`config.mk`:
```
export PLATFORM = sky130hd
export DESIGN_NAME = smart_home_sensor_if
export DESIGN_NICKNAME = d
export VERILOG_FILES = /design/src/rtl/smart_home_sensor_if.sv
export SDC_FILE = /design/constraint.sdc
export NUM_CORES = 1
export LEC_CHECK = 0
export BUFFER_PORTS_ARGS = -buffer_cell sky130_fd_sc_hd__buf_2
export CORE_AREA = 2 2 63 125
export DETAILED_ROUTE_END_ITERATION = 10
export DIE_AREA = 0 0 65 127
export GPL_ROUTABILITY_DRIVEN = 0
export PLACE_DENSITY = 0.75
export SYNTH_ARGS = -nofsm -noshare
export SYNTH_HDL_FRONTEND = slang
export SYNTH_HIERARCHICAL = 1
export SYNTH_SLANG_ARGS = --single-unit
```
`constraint.sdc`:
```
create_clock -name clk -period 1.6 [get_ports clk]
set_input_delay 0.32 -clock clk [delete_from_list [all_inputs] [get_ports clk]]
set_output_delay 0.32 -clock clk [all_outputs]
set_load 0.03 [all_outputs]
```
`src/rtl/smart_home_sensor_if.sv`:
```
// Smart-home sensor front end: four debounced contacts and a serial temperature
// reader that samples the sensor every CONV_PERIOD cycles.

module smart_home_sensor_if_deb #(
  parameter int DEB_CYCLES = 4
) (
  input  logic clk,
  input  logic rst,
  input  logic raw,
  output logic deb
);
  localparam logic [7:0] DEB_LAST = 8'(DEB_CYCLES);

  logic [1:0] sync_q, sync_d;
  logic [7:0] cnt_q, cnt_d;
  logic       deb_q, deb_d;

  always_comb begin
    sync_d = {sync_q[0], raw};
    cnt_d  = cnt_q;
    deb_d  = deb_q;
    // Counter only runs while the synchronized level disagrees with the output.
    if (sync_q[1] == deb_q) begin
      cnt_d = '0;
    end else if (cnt_q == DEB_LAST) begin
      deb_d = ~deb_q;
      cnt_d = '0;
    end else begin
      cnt_d = cnt_q + 8'd1;
    end
  end

  always_ff @(posedge clk or posedge rst) begin
    if (rst) begin
      sync_q <= '0;
      cnt_q  <= '0;
      deb_q  <= 1'b0;
    end else begin
      sync_q <= sync_d;
      cnt_q  <= cnt_d;
      deb_q  <= deb_d;
    end
  end

  assign deb = deb_q;
endmodule

module smart_home_sensor_if #(
  parameter int DEB_CYCLES  = 4,
  parameter int SCLK_DIV    = 4,
  parameter int CONV_PERIOD = 1024
) (
  input  logic       clk,
  input  logic       Rst,
  input  logic       raw_fd,
  input  logic       raw_rd,
  input  logic       raw_w,
  input  logic       raw_fa,
  input  logic       temp_miso,
  output logic       temp_cs_n,
  output logic       temp_sclk,
  output logic       SFD,
  output logic       SRD,
  output logic       SW,
  output logic       SFA,
  output logic [6:0] ST,
  output logic       st_valid
);
  localparam int         NUM_LANES = 4;
  localparam int         PW        = $clog2(CONV_PERIOD + 1);
  localparam logic [PW-1:0] PER_LAST = PW'(CONV_PERIOD - 1);
  localparam logic [7:0] DIV_LAST  = 8'(SCLK_DIV - 1);

  typedef enum logic [2:0] {IDLE, SETUP, HIGH, LOW, DONE} state_t;

  logic [NUM_LANES-1:0] raw_in, deb_out;

  assign raw_in = {raw_fa, raw_w, raw_rd, raw_fd};

  genvar g;
  generate
    for (g = 0; g < NUM_LANES; g++) begin : g_lane
      smart_home_sensor_if_deb #(.DEB_CYCLES(DEB_CYCLES)) u_deb (
        .clk (clk),
        .rst (Rst),
        .raw (raw_in[g]),
        .deb (deb_out[g])
      );
    end
  endgenerate

  assign SFD = deb_out[0];
  assign SRD = deb_out[1];
  assign SW  = deb_out[2];
  assign SFA = deb_out[3];

  state_t        state_q, state_d;
  logic [PW-1:0] per_q, per_d;
  logic [7:0]    div_q, div_d;
  logic [2:0]    bit_q, bit_d;
  logic [7:0]    sh_q, sh_d;
  logic [6:0]    st_q, st_d;
  logic          tick;

  assign tick  = (per_q == PER_LAST);
  assign per_d = tick ? '0 : per_q + 1'b1;

  always_comb begin
    state_d   = state_q;
    div_d     = div_q;
    bit_d     = bit_q;
    sh_d      = sh_q;
    st_d      = st_q;
    temp_cs_n = 1'b1;
    temp_sclk = 1'b0;
    st_valid  = 1'b0;
    case (state_q)
      IDLE: begin
        div_d = '0;
        bit_d = '0;
        if (tick) state_d = SETUP;
      end
      SETUP: begin
        temp_cs_n = 1'b0;
        if (div_q == DIV_LAST) begin
          div_d   = '0;
          state_d = HIGH;
        end else begin
          div_d = div_q + 8'd1;
        end
      end
      HIGH: begin
        temp_cs_n = 1'b0;
        temp_sclk = 1'b1;
        if (div_q == 8'd0) sh_d = {sh_q[6:0], temp_miso};
        if (div_q == DIV_LAST) begin
          div_d   = '0;
          state_d = LOW;
        end else begin
          div_d = div_q + 8'd1;
        end
      end
      LOW: begin
        temp_cs_n = 1'b0;
        if (div_q == DIV_LAST) begin
          div_d = '0;
          // ST is loaded on entry to DONE so it is already valid while st_valid is high.
          if (bit_q == 3'd7) begin
            state_d = DONE;
            st_d    = sh_q[7] ? 7'h7F : sh_q[6:0];
          end else begin
            bit_d   = bit_q + 3'd1;
            state_d = HIGH;
          end
        end else begin
          div_d = div_q + 8'd1;
        end
      end
      DONE: begin
        st_valid = 1'b1;
        state_d  = IDLE;
      end
      default: state_d = IDLE;
    endcase
  end

  always_ff @(posedge clk or posedge Rst) begin
    if (Rst) begin
      state_q <= IDLE;
      per_q   <= '0;
      div_q   <= '0;
      bit_q   <= '0;
      sh_q    <= '0;
      st_q    <= '0;
    end else begin
      state_q <= state_d;
      per_q   <= per_d;
      div_q   <= div_d;
      bit_q   <= bit_d;
      sh_q    <= sh_d;
      st_q    <= st_d;
    end
  end

  assign ST = st_q;
endmodule

```
==> run summary, run 1 <==
The number of register bits inferred by synthesis came out at 84. The detailed router's first-iteration violation count came out at about 140. TritonCTS built the clock tree. The wire length of the first global-routing pass came out at ~13,000 um. The critical path in this run is classified as reg -> reg. Synthesis handed over a netlist of around 370 instances. In the final routed layout, each cell accounts on average for 14.8 um.

The total number of placement rows came out at 44. The number of fill cells is 554. The total number of clock tree sinks came out at between 80 and 90.

Synthesis instantiated 43 different standard cells from the library. The tool flagged a number of max-cap violations equal to 0. The worst hold path belongs to the class in -> async. The mean area per synthesized cell is approximately 11 sq um. The setup TNS came out at -0.0188 ns. The die extent in x came out at ~65 um. Dividing total power by cell area gives a power density of ~1100 nW/um^2. The number of DRC violations after detailed routing is 0. The critical path goes through ha_2 > nor3b_4 > and2_4 > mux2_4 > a21o_1. The initial core utilization is between 50% and 60%. The via count of the first global-routing pass is ~2,900. The relative max-transition margin is between 60% and 70%.

The share of synthesized flip-flops with an asynchronous set or reset is 100%. The largest net degree at the start of global routing came out at ~40. The share of cells above drive strength 1 came out at 25.5%. The count of final max-slew check failures was 0. The depth of the CTS H-tree came out at 3. The detail-routed via count per cell is between 5 and 6. The total routing usage reported by global routing came out at 19.9%. The worst stage delay on the critical path is between 0.3 and 0.4 ns. The antenna diode count came out at 0. Counting instances in the post-synthesis netlist gives the leading cell types as dfrtp_1 (84), nor2_1 (39), inv_1 (35), nand3_1 (21), nand2_1 (18). The checks that failed: setup timing. Setup violations remaining at the end of the flow were counted as 1. The number of warnings issued by yosys is 6. The smallest setup slack after layout is -0.0188 ns. The number of buffers inserted by hold repair at cts came out at 0. The port buffer count is 20. The detailed-placement wirelength estimate came out at roughly 5300 um. Summed over all instances, the cell type with the most area after synthesis is dfrtp_1.

The count of cells in the finished layout, fillers not included, comes to 516. For the pin with the worst max-slew slack, the measured transition is 0.512 ns. The length of the first detailed-routing pass in iterations is 4. For this block, the routed nets add up to ~7600 um of wire. STA puts the critical path data required time at 1.83 ns.

The floorplan step defined a core boundary enclosing slightly above 7000 sq um. The maximum achievable frequency came out at between 600 and 700 MHz. By area the synthesized netlist is led by dfrtp_1 (53%), ha_1 (4.1%), mux2_2 (4.0%). The combined buffer and inverter count along the critical path is 0. Yosys instantiated no cell more often than dfrtp_1.

The number of antenna violations at the first check in global routing is 0. The buffer levels on the longest clock path came out at 2. At the worst endpoint, the arrival time is 1.84 ns. The net count of the finished layout came out at 440. VDD sags by at most around 650 uV.

The number of synthesized flops with an enable pin is 0. Setup repair after global routing could not meet its margin everywhere. STA classifies the critical path startpoint as a flop. Clock tree synthesis selected as its root buffer the cell clkbuf_16. The number of buffers created by CTS came out at 9. Between clock sinks in the finished design, the worst skew comes to 0.00612 ns.

The clock period minus worst slack is ~1.6 ns. The clock-pin slew reported for the worst setup and hold paths after clock tree synthesis is around 0.060 ns. Along the worst path, the maximum fanout reaches 4.

The cell class contributing the biggest share of worst-path delay is simple AND/OR/NAND/NOR gates. The growth of design area from synthesis to finish is 19.9%. STA classifies the critical path endpoint as a flop.

The final-report hold violation count was 0. Final hold analysis gives a worst-case slack of 0.00257 ns. The overall overflow remaining after global route came out at 0. The number of antenna-violating nets in the routed design is 0. In the finished design, the share of the clock period the worst path needs comes to 101%. The clock latency reported for the late side of the worst-skew pair is between 0.3 and 0.4 ns. The cell leakage power is around 2.2 nW.

The part of the Yosys area used for sequential elements is between 50% and 60%. The post-synth net total came out at 386. The die boundary height is between 100 and 150 um. The detailed-route via count is approximately 2,800. The run finished, with violations left. The synthesized design devotes to its leading area cell type a little over half of total area. The die area is 8260 sq um. The synthesized netlist occupies a cell area of between 3000 and 4000 sq um. The number of placed I/O pins is 21. In the synthesized netlist the dominant register cell turns out to be dfrtp_1. The number of instances in the placed design is between 400 and 500. The slowest stage of the critical path belongs to the cell dfrtp_1.
-- repair_timing --
item                                    CTS  global route
gates resized for setup                  10             9
endpoints found under the setup margin    8            18
cloned                                    0             0
pin swaps                                 2             9
buffers inserted                          4             5
-- cells in the final DEF, fill, tap and decap left out, types with 4 or more instances in the layout --
cell type,n
and4bb_2,4
a21o_1,5
ha_1,11
dfrtp_1,83
inv_1,35
mux2_2,13
nor3_1,9
nor2_1,38
a21oi_2,5
nand3_1,21
a21oi_1,14
xor2_1,11
buf_2,17
buf_4,28
xnor2_1,14
or3_1,13
clkbuf_16,9
nand2_1,18
nand4_2,5
o21ai_0,16
mux2i_1,9
-- power by group --
part           total (mW)  internal (mW)  switching, mW
Clock                2.06           1.25          0.814
Sequential           2.53           2.30          0.229
Combinational       0.819          0.313          0.507
-- layer usage --
metal,up-vias,routed length [um],global-route usage [%]
li1,1372,-,-
met1,1409,2940,20.9
met2,47,4280,36.7
met3,16,193,3.08
met4,0,207,11.0
met5,-,0,0
-- per-stage QoR --
step                power, mW  setup slack, ns  util (%)  instance area, sq um
detailed placement       3.40          -0.0606      59.5                  4290
CTS                      5.48          -0.0138      64.7                  4660
finish                   5.41          -0.0188      65.6                  4730
floorplan                3.15          -0.0643         -                  3960
global placement         3.37          0.00533      59.5                  4290
global route             5.69           -0.108      65.6                  4730
-- worst paths after layout --
check | cells after the start | slack, ns | end | startpoint
max reg2reg | 5 | -0.02 | state_q[0] | div_q[0]
min | 2 | 0.003 | g_lane[3].u_deb/cnt_q[4] | Rst
max | 5 | -0.02 | state_q[0] | div_q[0]
min in group clk | 1 | 0.08 | g_lane[1].u_deb/sync_q[0] | raw_rd
max in group asynchronous | 3 | 1.08 | state_q[1] | Rst
min reg2reg | 0 | 0.35 | g_lane[1].u_deb/sync_q[1] | g_lane[1].u_deb/sync_q[0]
-- logic make-up (layout without fill, tap and decap cells) --
family / count (synthesis) / in the layout / synth area share, %
fa+ha+maj: 13 / 13 / 4.12
mux: 23 / 23 / 6.27
flops: 84 / 84 / 53.2
xor+xnor: 25 / 25 / 5.54
compound gates: 51 / 51 / 8.24
simple gates: 129 / 129 / 18.4
buf+inv: 41 / 99 / 4.18
-- cell type report --
cell class	instances	area [sq um]	area share, %
clock buffer	10	239	5.05
tap	92	115	2.43
timing repair buffer	49	337	7.11
sequential	84	2100	44.4
clock inverter	5	61.3	1.29
inverter	35	131	2.77
multi-input combinational	241	1750	36.9
-- worst reg2reg max path: stages (launching register included) --
cell and delay [ns]:
dfrtp_1 0.36, ha_2 0.19, nor3b_4 0.28, and2_4 0.22, mux2_4 0.30, a21o_1 0.16
-- flip-flops by register name, indices dropped and copies added, names as in the netlist --
| signal | count |
|---|---|
| g_lane.u_deb/cnt_q | 32 |
| bit_q | 3 |
| g_lane.u_deb/deb | 4 |
| sh_q | 8 |
| g_lane.u_deb/sync_q | 8 |
| div_q | 8 |
| ST | 7 |
| state_q | 3 |
| per_q | 11 |
Note: power is estimated with default switching activity, not from simulation.
==> run 2, diff against run 1 <==
--- a/config.mk
+++ b/config.mk
@@ -8,2 +8,3 @@
 export BUFFER_PORTS_ARGS = -buffer_cell sky130_fd_sc_hd__buf_2
+export CAP_MARGIN = 15
 export CORE_AREA = 2 2 63 125
==> constraint.sdc (replaced) <==
create_clock -name clk -period 1.6 [get_ports clk]
set_input_delay 0.08 -clock clk [delete_from_list [all_inputs] [get_ports clk]]
set_output_delay 0.08 -clock clk [all_outputs]
set_load 0.03 [all_outputs]
==> run 2 against run 1 <==
Against the previous run: the run still ends with setup timing left; hold slack improved by 0.34 ns; final cell count decreased by 0.19%; clock skew decreased by 0.0014 ns; maximum frequency fell by 1.8%; die area stayed put; total power fell by 2.1%; largest cell class unchanged.
==> run summary, run 2 (synthesis results as in run 1) <==
In the final layout, the registers with the most flip-flops are g_lane.u_deb/cnt_q (32), per_q (11). Leaving out fill and tap cells, the most frequent cell in the layout is dfrtp_1. The detailed-route via count came out at around 2,800. TritonCTS built the clock tree. The antenna diode count is 0.

The total routing usage reported by global routing came out at between 20% and 30%. The cell at the root of the clock tree is clkbuf_16. VDD sags by at most between 600 and 700 uV.

The run finished, with violations left. After floorplanning, the core was sized to cover approximately 7000 sq um. The initial core utilization is 54.8%.

The die boundary height is around 130 um. No sink is reached through more buffers than the 2 on the longest clock path. The reported max-cap violation count came out at 0. The final wirelength came out at slightly below 8000 um. Setup repair after global routing could not meet its margin everywhere.

Setup violations remaining at the end of the flow were counted as 12. In this run switching power makes up 28.3% of total power. The checks that failed: setup timing. The smallest setup slack after layout is -0.0488 ns.

The overall overflow remaining after global route came out at 0. The count of final max-slew check failures came out at 0. The final period utilization is 103%.

TritonCTS created 9 clock buffers. The clock tree synthesis step divided the H-tree into 3 levels. Counting flops per register, the top entry is g_lane.u_deb/cnt_q.

Static timing analysis puts the maximum clock frequency at just over 600 MHz. The arrival time of data at the critical path endpoint came out at about 1.9 ns. The sort of element at the start of the critical path is a flop. The number of fill cells is around 540. The worst setup slack before clock tree synthesis is -0.0966 ns. The net count of the finished layout is about 440. The clock-pin slew reported for the worst setup and hold paths after clock tree synthesis is around 0.06 ns. The part of the power in combinational logic came out at ~16%. The growth of design area from synthesis to finish is 18.6%. The wire length of the first global-routing pass came out at 13,500 um. The setup path with the least slack is of type reg -> reg.

The clock period minus worst slack is ~1.6 ns. The clock network accounts for between 30% and 40% of the total power. The slew of the pin with the lowest slew margin came out at just over 0.5 ns. The relative max-transition margin is about two thirds. The worst-case clock skew came out at 0.00468 ns. The length of the first detailed-routing pass in iterations is 4. The register with the most flip-flops in the layout has 32 of them. The total number of placement rows is 44. The number of DRC violations after detailed routing is 0. The detailed-placement wirelength estimate is 5580 um.

The internal power is about 3.8 mW. The detailed router's first-iteration violation count came out at roughly 170. The total number of clock tree sinks came out at 84.

The number of placed I/O pins came out at 21. The number of antenna violations at the first check in global routing came to 0. The number of antenna-violating nets in the routed design came out at 0. Summing all non-filler instances in the final layout gives an area of about 4700 sq um.

The share of cells above drive strength 1 came out at roughly 22%. The peak fanout along the critical path came out at 4. The detail-routed via count per cell came out at ~5.5. Registers are responsible for 47.8% of the overall power.

In the layout the commonest cells are dfrtp_1 (84), nor2_1 (38), inv_1 (35). The largest net degree at the start of global routing is 41. For this design the total switching power over the nets is 1.50 mW. The power density over cell area came out at 1130 nW/um^2. The final-report hold violation count is 0. The average wire per standard cell came out at about 15 um. The class of the most critical hold timing path is in -> async. The category of the worst setup path capture point is a flop. The clock latency reported for the late side of the worst-skew pair is approximately 0.33 ns. The final design utilization came out at 65.0%. From left edge to right edge, the die measures 65 um.

The die area came out at just over 8000 sq um. The cell leakage power is between 2 and 2.5 nW. The via count of the first global-routing pass came to just over 3,000. The required time of the worst setup path is around 1.8 ns. The standard cell area after detailed placement is roughly 4300 sq um. The port buffer count is 20.
[run 2: cell types whose count changed in the layout (fill, tap and decap cells not counted), sizes merged]
cell / before / now
bufinv: 1 / 0
clkinv: 3 / 1
buf: 48 / 41
dlygate4sd3: 0 / 6
clkbuf: 11 / 15
inv: 36 / 35
[run 2: final timing paths]
path	startpoint	endpoint	slack (ns)	cells after the start
max	div_q[0]	state_q[0]	-0.05	5
min reg2reg	g_lane[2].u_deb/sync_q[0]	g_lane[2].u_deb/sync_q[1]	0.35	0
min in group clk	g_lane[2].u_deb/sync_q[0]	g_lane[2].u_deb/sync_q[1]	0.35	0
min	Rst	g_lane[0].u_deb/sync_q[0]	0.34	3
max in group asynchronous	Rst	div_q[5]	0.77	4
max reg2reg	div_q[0]	state_q[0]	-0.05	5
[run 2: power by group through the flow]
stage | Combinational (mW) | Clock, mW | Sequential [mW]
floorplan | 0.539 | 0 | 2.61
global placement | 0.816 | 0 | 2.56
detailed placement | 0.844 | 0 | 2.57
CTS | 0.874 | 1.97 | 2.53
global route | 0.968 | 2.07 | 2.56
finish | 0.854 | 1.92 | 2.53
[run 2: repair_timing]
item                       CTS  global route
gates resized for setup      6             4
setup endpoints to repair   13            15
buffers inserted             1             0
hold buffers                 6             0
gates cloned                 0             0
pin swaps                    6             2
hold endpoints to repair    89             0
[run 2: cell type report]
class	instances	area, sq um	share of cell area [%]
clock buffers	15	278	5.93
clock inverters	1	5.00	0.107
inverters	35	131	2.80
multi-input cells	241	1730	36.9
flip-flops and latches	84	2100	44.9
well taps	92	115	2.46
repair buffers	47	325	6.94
[run 2: critical path: stages (launching register included)]
cell	delay [ns]
dfrtp_1	0.36
ha_2	0.20
nor3b_4	0.30
and2_4	0.24
mux2_4	0.30
a21o_1	0.14
[run 2: stage by stage]
stage / total power, mW / setup TNS (ns) / hold WS, ns / cells
global route: 5.60 / -1.18 / 0.372 / 515
finish: 5.30 / -0.143 / 0.342 / 515
CTS: 5.38 / -0.0742 / 0.337 / 515
global placement: 3.37 / 0 / 0.133 / 492
detailed placement: 3.41 / -0.291 / 0.136 / 492
floorplan: 3.15 / -0.0643 / -0.0676 / 366
[run 2: per-layer routing]
metal | vias to the layer above | global-route usage (%) | share of wire, % | wire, um
met5 | - | 0 | 0 | 0
met4 | 0 | 12.0 | 2.9 | 228
met3 | 17 | 4.14 | 3.2 | 247
met2 | 56 | 38.4 | 57 | 4410
met1 | 1398 | 21.8 | 37 | 2910
li1 | 1358 | - | - | -
